--- src/rtl/game_sequencer.sv ---
// game_sequencer: game-flow controller for the breakout physics datapath.
// Sequences serve/play/pause/life-lost/game-over/win and generates the
// physics step strobe. It also issues re-position pulses and tracks lives,
// bricks remaining and score. All outputs come straight from flops.
module game_sequencer #(
  parameter int TICK_DIV    = 833333,
  parameter int SERVE_TICKS = 60,
  parameter int LOST_TICKS  = 90,
  parameter int NUM_BRICKS  = 32,
  parameter int LIVES       = 3
) (
  input  logic        clk,
  input  logic        reset,
  input  logic        start_btn,
  input  logic        pause_btn,
  input  logic        brick_hit,
  input  logic        ball_lost,
  output logic        phys_tick,
  output logic        phys_reset,
  output logic        bricks_reset,
  output logic [2:0]  state,
  output logic [1:0]  lives,
  output logic [5:0]  bricks_left,
  output logic [15:0] score
);

  localparam logic [2:0] ST_IDLE   = 3'd0;
  localparam logic [2:0] ST_SERVE  = 3'd1;
  localparam logic [2:0] ST_PLAY   = 3'd2;
  localparam logic [2:0] ST_PAUSED = 3'd3;
  localparam logic [2:0] ST_LOST   = 3'd4;
  localparam logic [2:0] ST_OVER   = 3'd5;
  localparam logic [2:0] ST_WIN    = 3'd6;

  localparam int CNT_W = (TICK_DIV > 2) ? $clog2(TICK_DIV) : 1;
  localparam logic [CNT_W-1:0] CNT_LAST = CNT_W'(TICK_DIV - 1);

  localparam int DWELL_MAX = (SERVE_TICKS > LOST_TICKS) ? SERVE_TICKS : LOST_TICKS;
  localparam int DWELL_W   = $clog2(DWELL_MAX + 1);
  localparam logic [DWELL_W-1:0] SERVE_LAST = DWELL_W'(SERVE_TICKS - 1);
  localparam logic [DWELL_W-1:0] LOST_LAST  = DWELL_W'(LOST_TICKS - 1);

  localparam logic [1:0] LIVES_INIT  = 2'(LIVES);
  localparam logic [5:0] BRICKS_INIT = 6'(NUM_BRICKS);

  logic [CNT_W-1:0]   cnt_q, cnt_d;
  logic [DWELL_W-1:0] dwell_q, dwell_d;
  logic               start_prev_q, pause_prev_q;
  logic [2:0]         state_q, state_d;
  logic [1:0]         lives_q, lives_d;
  logic [5:0]         bricks_q, bricks_d;
  logic [15:0]        score_q, score_d;
  logic               phys_tick_q, phys_tick_d;
  logic               phys_reset_q, phys_reset_d;
  logic               bricks_reset_q, bricks_reset_d;

  logic tick_s;
  logic start_edge_s;
  logic pause_edge_s;
  logic hit_ok_s;
  logic won_s;

  // Free-running prescaler; the tick marks the cycle the count wraps.
  always_comb begin
    tick_s = (cnt_q == CNT_LAST);
    if (tick_s) begin
      cnt_d = {CNT_W{1'b0}};
    end else begin
      cnt_d = cnt_q + CNT_W'(1);
    end
  end

  // Button rising edges and brick-event qualification for this cycle.
  always_comb begin
    start_edge_s = start_btn & ~start_prev_q;
    pause_edge_s = pause_btn & ~pause_prev_q;
    hit_ok_s     = brick_hit & (bricks_q != 6'd0);
    won_s        = hit_ok_s & (bricks_q == 6'd1);
  end

  // Game-flow state machine together with the lives/bricks/score bookkeeping.
  always_comb begin
    state_d        = state_q;
    lives_d        = lives_q;
    bricks_d       = bricks_q;
    score_d        = score_q;
    dwell_d        = dwell_q;
    phys_reset_d   = 1'b0;
    bricks_reset_d = 1'b0;

    case (state_q)
      ST_IDLE, ST_OVER, ST_WIN: begin
        if (start_edge_s) begin
          lives_d        = LIVES_INIT;
          bricks_d       = BRICKS_INIT;
          score_d        = 16'd0;
          dwell_d        = {DWELL_W{1'b0}};
          phys_reset_d   = 1'b1;
          bricks_reset_d = 1'b1;
          state_d        = ST_SERVE;
        end else begin
          state_d = state_q;
        end
      end

      ST_SERVE: begin
        if (tick_s) begin
          if (dwell_q == SERVE_LAST) begin
            dwell_d = {DWELL_W{1'b0}};
            state_d = ST_PLAY;
          end else begin
            dwell_d = dwell_q + DWELL_W'(1);
          end
        end else begin
          dwell_d = dwell_q;
        end
      end

      ST_PLAY: begin
        // The brick is always counted first so a field-clearing hit wins
        // over a simultaneous ball loss.
        if (hit_ok_s) begin
          bricks_d = bricks_q - 6'd1;
          score_d  = (score_q == 16'hFFFF) ? score_q : (score_q + 16'd1);
        end else begin
          bricks_d = bricks_q;
        end

        if (won_s) begin
          state_d = ST_WIN;
        end else if (ball_lost) begin
          lives_d = (lives_q != 2'd0) ? (lives_q - 2'd1) : 2'd0;
          dwell_d = {DWELL_W{1'b0}};
          state_d = ST_LOST;
        end else if (pause_edge_s && !brick_hit) begin
          state_d = ST_PAUSED;
        end else begin
          state_d = ST_PLAY;
        end
      end

      ST_PAUSED: begin
        if (pause_edge_s) begin
          state_d = ST_PLAY;
        end else begin
          state_d = ST_PAUSED;
        end
      end

      ST_LOST: begin
        if (tick_s) begin
          if (dwell_q == LOST_LAST) begin
            dwell_d = {DWELL_W{1'b0}};
            if (lives_q == 2'd0) begin
              state_d = ST_OVER;
            end else begin
              phys_reset_d = 1'b1;
              state_d      = ST_SERVE;
            end
          end else begin
            dwell_d = dwell_q + DWELL_W'(1);
          end
        end else begin
          dwell_d = dwell_q;
        end
      end

      default: begin
        state_d = ST_IDLE;
      end
    endcase

    // Qualify with the next state so the registered strobe is only ever
    // seen together with state == PLAY.
    phys_tick_d = tick_s & (state_d == ST_PLAY);
  end

  // State, counters and registered outputs; asynchronous active-high reset.
  always_ff @(posedge clk or posedge reset) begin
    if (reset) begin
      cnt_q          <= {CNT_W{1'b0}};
      dwell_q        <= {DWELL_W{1'b0}};
      start_prev_q   <= 1'b0;
      pause_prev_q   <= 1'b0;
      state_q        <= ST_IDLE;
      lives_q        <= LIVES_INIT;
      bricks_q       <= BRICKS_INIT;
      score_q        <= 16'd0;
      phys_tick_q    <= 1'b0;
      phys_reset_q   <= 1'b0;
      bricks_reset_q <= 1'b0;
    end else begin
      cnt_q          <= cnt_d;
      dwell_q        <= dwell_d;
      start_prev_q   <= start_btn;
      pause_prev_q   <= pause_btn;
      state_q        <= state_d;
      lives_q        <= lives_d;
      bricks_q       <= bricks_d;
      score_q        <= score_d;
      phys_tick_q    <= phys_tick_d;
      phys_reset_q   <= phys_reset_d;
      bricks_reset_q <= bricks_reset_d;
    end
  end

  assign phys_tick    = phys_tick_q;
  assign phys_reset   = phys_reset_q;
  assign bricks_reset = bricks_reset_q;
  assign state        = state_q;
  assign lives        = lives_q;
  assign bricks_left  = bricks_q;
  assign score        = score_q;

endmodule

--- config.mk ---
export PLATFORM = sky130hd
export DESIGN_NAME = game_sequencer
export DESIGN_NICKNAME = d
export VERILOG_FILES = /design/src/rtl/game_sequencer.sv
export SDC_FILE = /design/constraint.sdc
export NUM_CORES = 1
export LEC_CHECK = 0
export ABC_AREA = 0
export CORE_ASPECT_RATIO = 1.75
export CORE_MARGIN = 5
export CORE_UTILIZATION = 56
export DETAILED_ROUTE_END_ITERATION = 8
export PLACE_DENSITY = 0.79
export SYNTH_ARGS = -nofsm -noshare
export SYNTH_HDL_FRONTEND = slang
export SYNTH_SLANG_ARGS = --single-unit
--- constraint.sdc ---
create_clock -name clk -period 3.1 [get_ports clk]
set_input_delay 0.93 -clock clk [delete_from_list [all_inputs] [get_ports clk]]
set_output_delay 0.93 -clock clk [all_outputs]
set_load 0.01 [all_outputs]
### Word-level counts from Yosys, hierarchy flattened

Cells that the tools add are included.

| word-level totals | value |
|---|---|
| input bits | 6 |
| word-level logic and storage cells | 93 |
| register bits | 59 |
| output and inout bits | 30 |

| operators by class | value |
|---|---|
| reductions and logical operators | 13 |
| add/subtract/negate cells | 5 |
| multiplexer cells | 38 |
| equality and inequality tests | 19 |
| bitwise logic cells | 7 |

Operator list:

| cell | count |
|---|---|
| 2-to-1 mux 7 bit | 7 |
| 2-to-1 mux 16 bit | 3 |
| case mux 16 bit (2 select lines) | 1 |
| case mux 7 bit (4 select lines) | 1 |
| 2-to-1 mux 3 bit | 8 |
| adder 20 x 1 -> 20 bit, second input constant | 1 |
| == test 20 bit, second input constant | 1 |
| 2-to-1 mux 20 bit | 1 |
| adder 16 x 1 -> 16 bit, second input constant | 1 |
| == test 16 bit, second input constant | 1 |
| case mux 3 bit (5 select lines) | 1 |
| != test 2 bit, second input constant | 7 |
| 2-to-1 mux 6 bit | 2 |
| case mux 6 bit (2 select lines) | 1 |
| == test 3 x 2 -> 1 bit, second input constant | 3 |
| == test 3 bit, second input constant | 3 |
| 2-to-1 mux 2 bit | 4 |
| AND reduction 4 bit | 2 |
| adder 7 x 1 -> 7 bit, second input constant | 1 |
| == test 7 x 6 -> 1 bit, second input constant | 1 |
| == test 7 bit, second input constant | 1 |
| 2-to-1 mux 1 bit | 7 |
| == test 6 x 1 -> 1 bit, second input constant | 1 |
| AND reduction 6 bit | 1 |
| 16 further kinds | 22 |

### Depth between registers and ports, before layout

| logic depth | value |
|---|---|
| depth after elaboration | 9 |
| gate-level depth with buffers | 9 |
| depth with buffers taken out | 8 |

### Least setup slack after synthesis

No wires, ideal clock.

| path | value |
|---|---|
| path type | input port to flip-flop |
| from | input port start_btn |
| to | register dwell_q[5] |
| path buffers | 2 |
| cell stages on the path | 8 |
| data arrival time | 2.196 ns |
| library setup time | 0.104 ns |
| slack | 0.800 ns |
| required time | 2.996 ns |
| cells stage by stage | nand2b_1 > clkbuf_1 > a21o_1 > nand2_1 > nand4_4 > or2_1 > buf_6 > o41ai_4 |

| on the way | value |
|---|---|
| longest elaborated chain between the ends | 3 |

Ends and longest elaborated chain:

| item | line | source |
|---|---|---|
| from (decl) | 14 | `input logic start_btn,` |
| AND 1 bit | 75 | `start_edge_s = start_btn & ~start_prev_q;` |
| != test 2 bit (no source line) | - |  |
| AND reduction 6 bit (no source line) | - |  |
| to (signal assigned) | 182 | `dwell_q <= {DWELL_W{1'b0}};` |
| to (signal assigned) | 194 | `dwell_q <= dwell_d;` |
| to (decl) | 47 | `logic [DWELL_W-1:0] dwell_q, dwell_d;` |

No other way between the ends.
A chain may end at the register's enable or synchronous reset.

### Worst setup path after layout

| path | value |
|---|---|
| from | register state_q[2] (netlist: state[2]) |
| to | output port state[2] |

RTL lines:

| item | line | source |
|---|---|---|
| from (decl) | 49 | `logic [2:0] state_q, state_d;` |
| from (signal assigned) | 197 | `state_q <= state_d;` |
| to (decl) | 21 | `output logic [2:0] state,` |

No word-level cell between the ends.

==> impl_metrics.py <==
metrics = {
    "run_status": {
        "result_of_the_run": "completed",
    },
    "place": {
        "dp_hpwl_mm": 5.333,
        "pre_cts_ws_ps": 149.8,
        "gp_congestion": 0.8625,
        "io_buffer_count": 35,
    },
    "clocking": {
        "cts.path.max_buffers": 2,
        "ctsHoldBuffers": 0,
        "worstSkewPairLatency_ps": 340,
        "tritoncts.num_buffers": 9,
        "cts.clk_slew.worst_paths_ps": 70,
        "cts_tree": "done",
        "post_cts_repair_timing_setup_buffer_count": 0,
        "htreeDepth": 3,
        "cts_repair_resize_count": 0,
        "clock_sinks": 59,
        "ctsRootBufferMaster": "clkbuf_8",
    },
    "setup_path": {
        "crit_type": "reg2out",
        "worstRegToRegCells": 6,
        "rrSetupSlack_ps": 550,
        "cells_along_the_critical_path": "clkdlybuf4s50_1",
        "worst-path-max-fanout": 16,
        "critical_path.reg2reg.endpoint": "score[13]",
        "crit_path_top_delay_cell": "dfrtp_1",
        "r2r_start": "state[2]",
        "crit_path_max_incr_delay_ps": 700,
        "worstPathBufferInverterCount": 1,
        "cp-start-kind": "register",
        "cp_top_family": "flip-flops",
        "required_ps": 2170,
        "critical_path.endpoint_type": "output pin",
        "worst-endpoint-arrival_ps": 1700,
    },
    "sta": {
        "timing_worst_slew_pin_value_ps": 596.8,
        "period_share": 0.8469,
        "grt_setup_unrepaired": "false",
        "worst_clock_skew_ps": 6.768,
        "maxClockFrequency_mhz": 380.9,
        "finalSetupViolations": 0,
        "timing.setup.tns_ps": 0,
        "final_hold_viol_count": 0,
        "post-route-min-period_ps": 2626,
        "relSlewSlack": 0.6016,
        "timing_max_transition_violations_final": 0,
        "setup_slack_ps": 474.5,
    },
    "floorplanning": {
        "start_util": 0.5804,
        "floorplan.die_area_sq_mm": 0.007471,
        "die_w_microns": 67.52,
        "die_height_microns": 110.7,
        "io_pins": 36,
        "core_area_sq_mm": 0.005585,
        "std_cell_rows": 36,
    },
    "synth": {
        "yosysWarningCount": 0,
        "post_synth_main_area_contributors": "dfrtp_1 (43%), xor2_1 (5.9%), nor2_1 (5.2%)",
        "syn-cell-area_sq_mm": 0.003242,
        "ys_async_sr_fraction": 1.000,
        "post_synth.cell_area_avg_sq_um": 9.677,
        "synth.distinct_cells": 59,
        "postSynthNetCount": 348,
        "ys_seq_elements": 59,
        "synth_top_flop_cell": "dfrtp_1",
        "netlist.area_leader.share": 0.4323,
        "post_synth_edffs": 0,
        "synth-seq-area-share": 0.4566,
        "synthDominantAreaCellType": "dfrtp_1",
        "netlist_instances": 335,
    },
    "detailed_routing": {
        "wl_met1_mm": 2.631,
        "drt_drc_violations_left": 0,
        "routed_wirelength_mm": 7.184,
        "dr_wl_met3_microns": 242,
        "detailed_router_iteration_count_before_antenna_repair": 4,
        "met2_wirelength_mm": 4.056,
        "top_signal_layer_used": "met4",
        "drt-vias-per-instance": 5.709,
        "drt_first_iter_violations": 102,
        "routed_wire_length_per_instance_microns": 15.62,
        "drt.antenna.violating_nets": 0,
        "num_vias": 2626,
    },
    "power": {
        "power.density_mw_per_mm2": 483.8,
        "largest_voltage_drop_on_the_vdd_net_v": 0.0005160,
        "power.static_leakage_nw": 1.679,
    },
    "global_route": {
        "grt_start_max_net_pins": 33,
        "overflow_left_after_global_routing": 0,
        "grt_antenna_before_repair": 0,
        "globalRouteTotalUtil": 0.2162,
        "grt_pass1_wl_mm": 12.46,
        "grt_pass1_vias": 2697,
    },
    "final_layout": {
        "share_of_post_route_cells_with_drive_strength_above_1": 0.1172,
        "most_used_cells_in_the_layout_excluding_fill_and_tap_cells": "dfrtp_1 (56), nor2_1 (45), clkdlybuf4s50_1 (35), nand2_1 (30), xor2_1 (22)",
        "num-fill-cells": 469,
        "area_growth_syn_to_layout_pct": 21.30,
        "nNetsFinal": 393,
        "mostFrequentLayoutCell": "dfrtp_1",
        "n_antenna_cell": 0,
    },
    "min_path": {
        "hold_path.startpoint": "cnt_q[0]",
        "holdPathStages": 1,
        "hold_path.class": "reg2reg",
        "hold_end": "cnt_q[0]",
    },
    "run": {
        "cap_violations": 0,
    },
}
==> final cells by class <==
class,instances,area (sq um),area share
Clock buffer,10,137.6,0.03500
Timing Repair Buffer,44,430.4,0.1094
Inverter,11,41.29,0.01050
Multi-Input combinational cell,255,1670,0.4248
Clock inverter,5,77.57,0.01973
Sequential cell,59,1480,0.3764
Tap cell,76,95.09,0.02418
==> power breakdown <==
part,switching [W],total [W],internal [W],leakage (nW)
Sequential,0.0000701,0.000910,0.000840,0.780
Clock,0.000303,0.000770,0.000467,0.108
Combinational,0.000103,0.000223,0.000119,0.791
==> per-stage QoR <==
stage	cells	total power, W	utilization	instance area (sq um)	hold slack (ps)
global route	460	0.001989	0.7041	3933	515.7
CTS	460	0.001920	0.7041	3933	508.5
floorplan	335	0.001036	-	3242	454.6
global placement	445	0.001136	0.6655	3717	492.8
detailed placement	445	0.001145	0.6655	3717	502.1
finish	460	0.001903	0.7041	3933	500.4
==> cell families (layout without fill, tap and decap cells) <==
logic type | Yosys count | count (layout) | share of synthesized area
AOI/OAI and AO/OA | 46 | 46 | 0.1061
xor gates and xnor gates | 33 | 33 | 0.08915
adders and majority gates | 8 | 8 | 0.03010
buffers and inverters | 21 | 70 | 0.02817
DFF | 59 | 59 | 0.4566
muxes | 2 | 2 | 0.006561
and+or+nand+nor | 166 | 166 | 0.2833
==> how the worst max path moves through the flow <==
stage               startpoint             end  slack [ps]  cells past startpoint
finish                state[2]        state[2]         470                      1
global placement     start_btn      dwell_q[5]         210                      7
global route         start_btn      dwell_q[5]         360                      7
CTS                   state[2]        state[2]         450                      1
detailed placement   start_btn      dwell_q[5]         150                      7
floorplan                reset  bricks_left[0]         720                      1
==> synth_stat cells, drive strengths merged (4+ instances only) <==
cell type,count
a21oi,4
nand4,9
clkbuf,4
or3,6
a21o,4
o21ai,23
nand4b,4
xnor2,11
nand2b,8
ha,7
dfrtp,56
and4,4
nor2,45
xor2,22
inv,11
and3,10
nand2,30
nor3,6
nand3,22
buf,6
==> layer usage <==
| layer | track usage | vias to the layer above |
|---|---|---|
| li1 | - | 1269 |
| met1 | 0.2300 | 1283 |
| met2 | 0.3748 | 54 |
| met3 | 0.04868 | 20 |
| met4 | 0.1192 | 0 |
| met5 | 0 | - |
==> state kept, by name, summed over array words and instances, names as in the netlist <==
register,cells
cnt_q,20
score,16
dwell_q,7
bricks_left,6
state,3
lives,2
bricks_reset,1
pause_prev_q,1
phys_reset,1
phys_tick,1
start_prev_q,1
No activity file was read; power rests on OpenSTA's default activity.
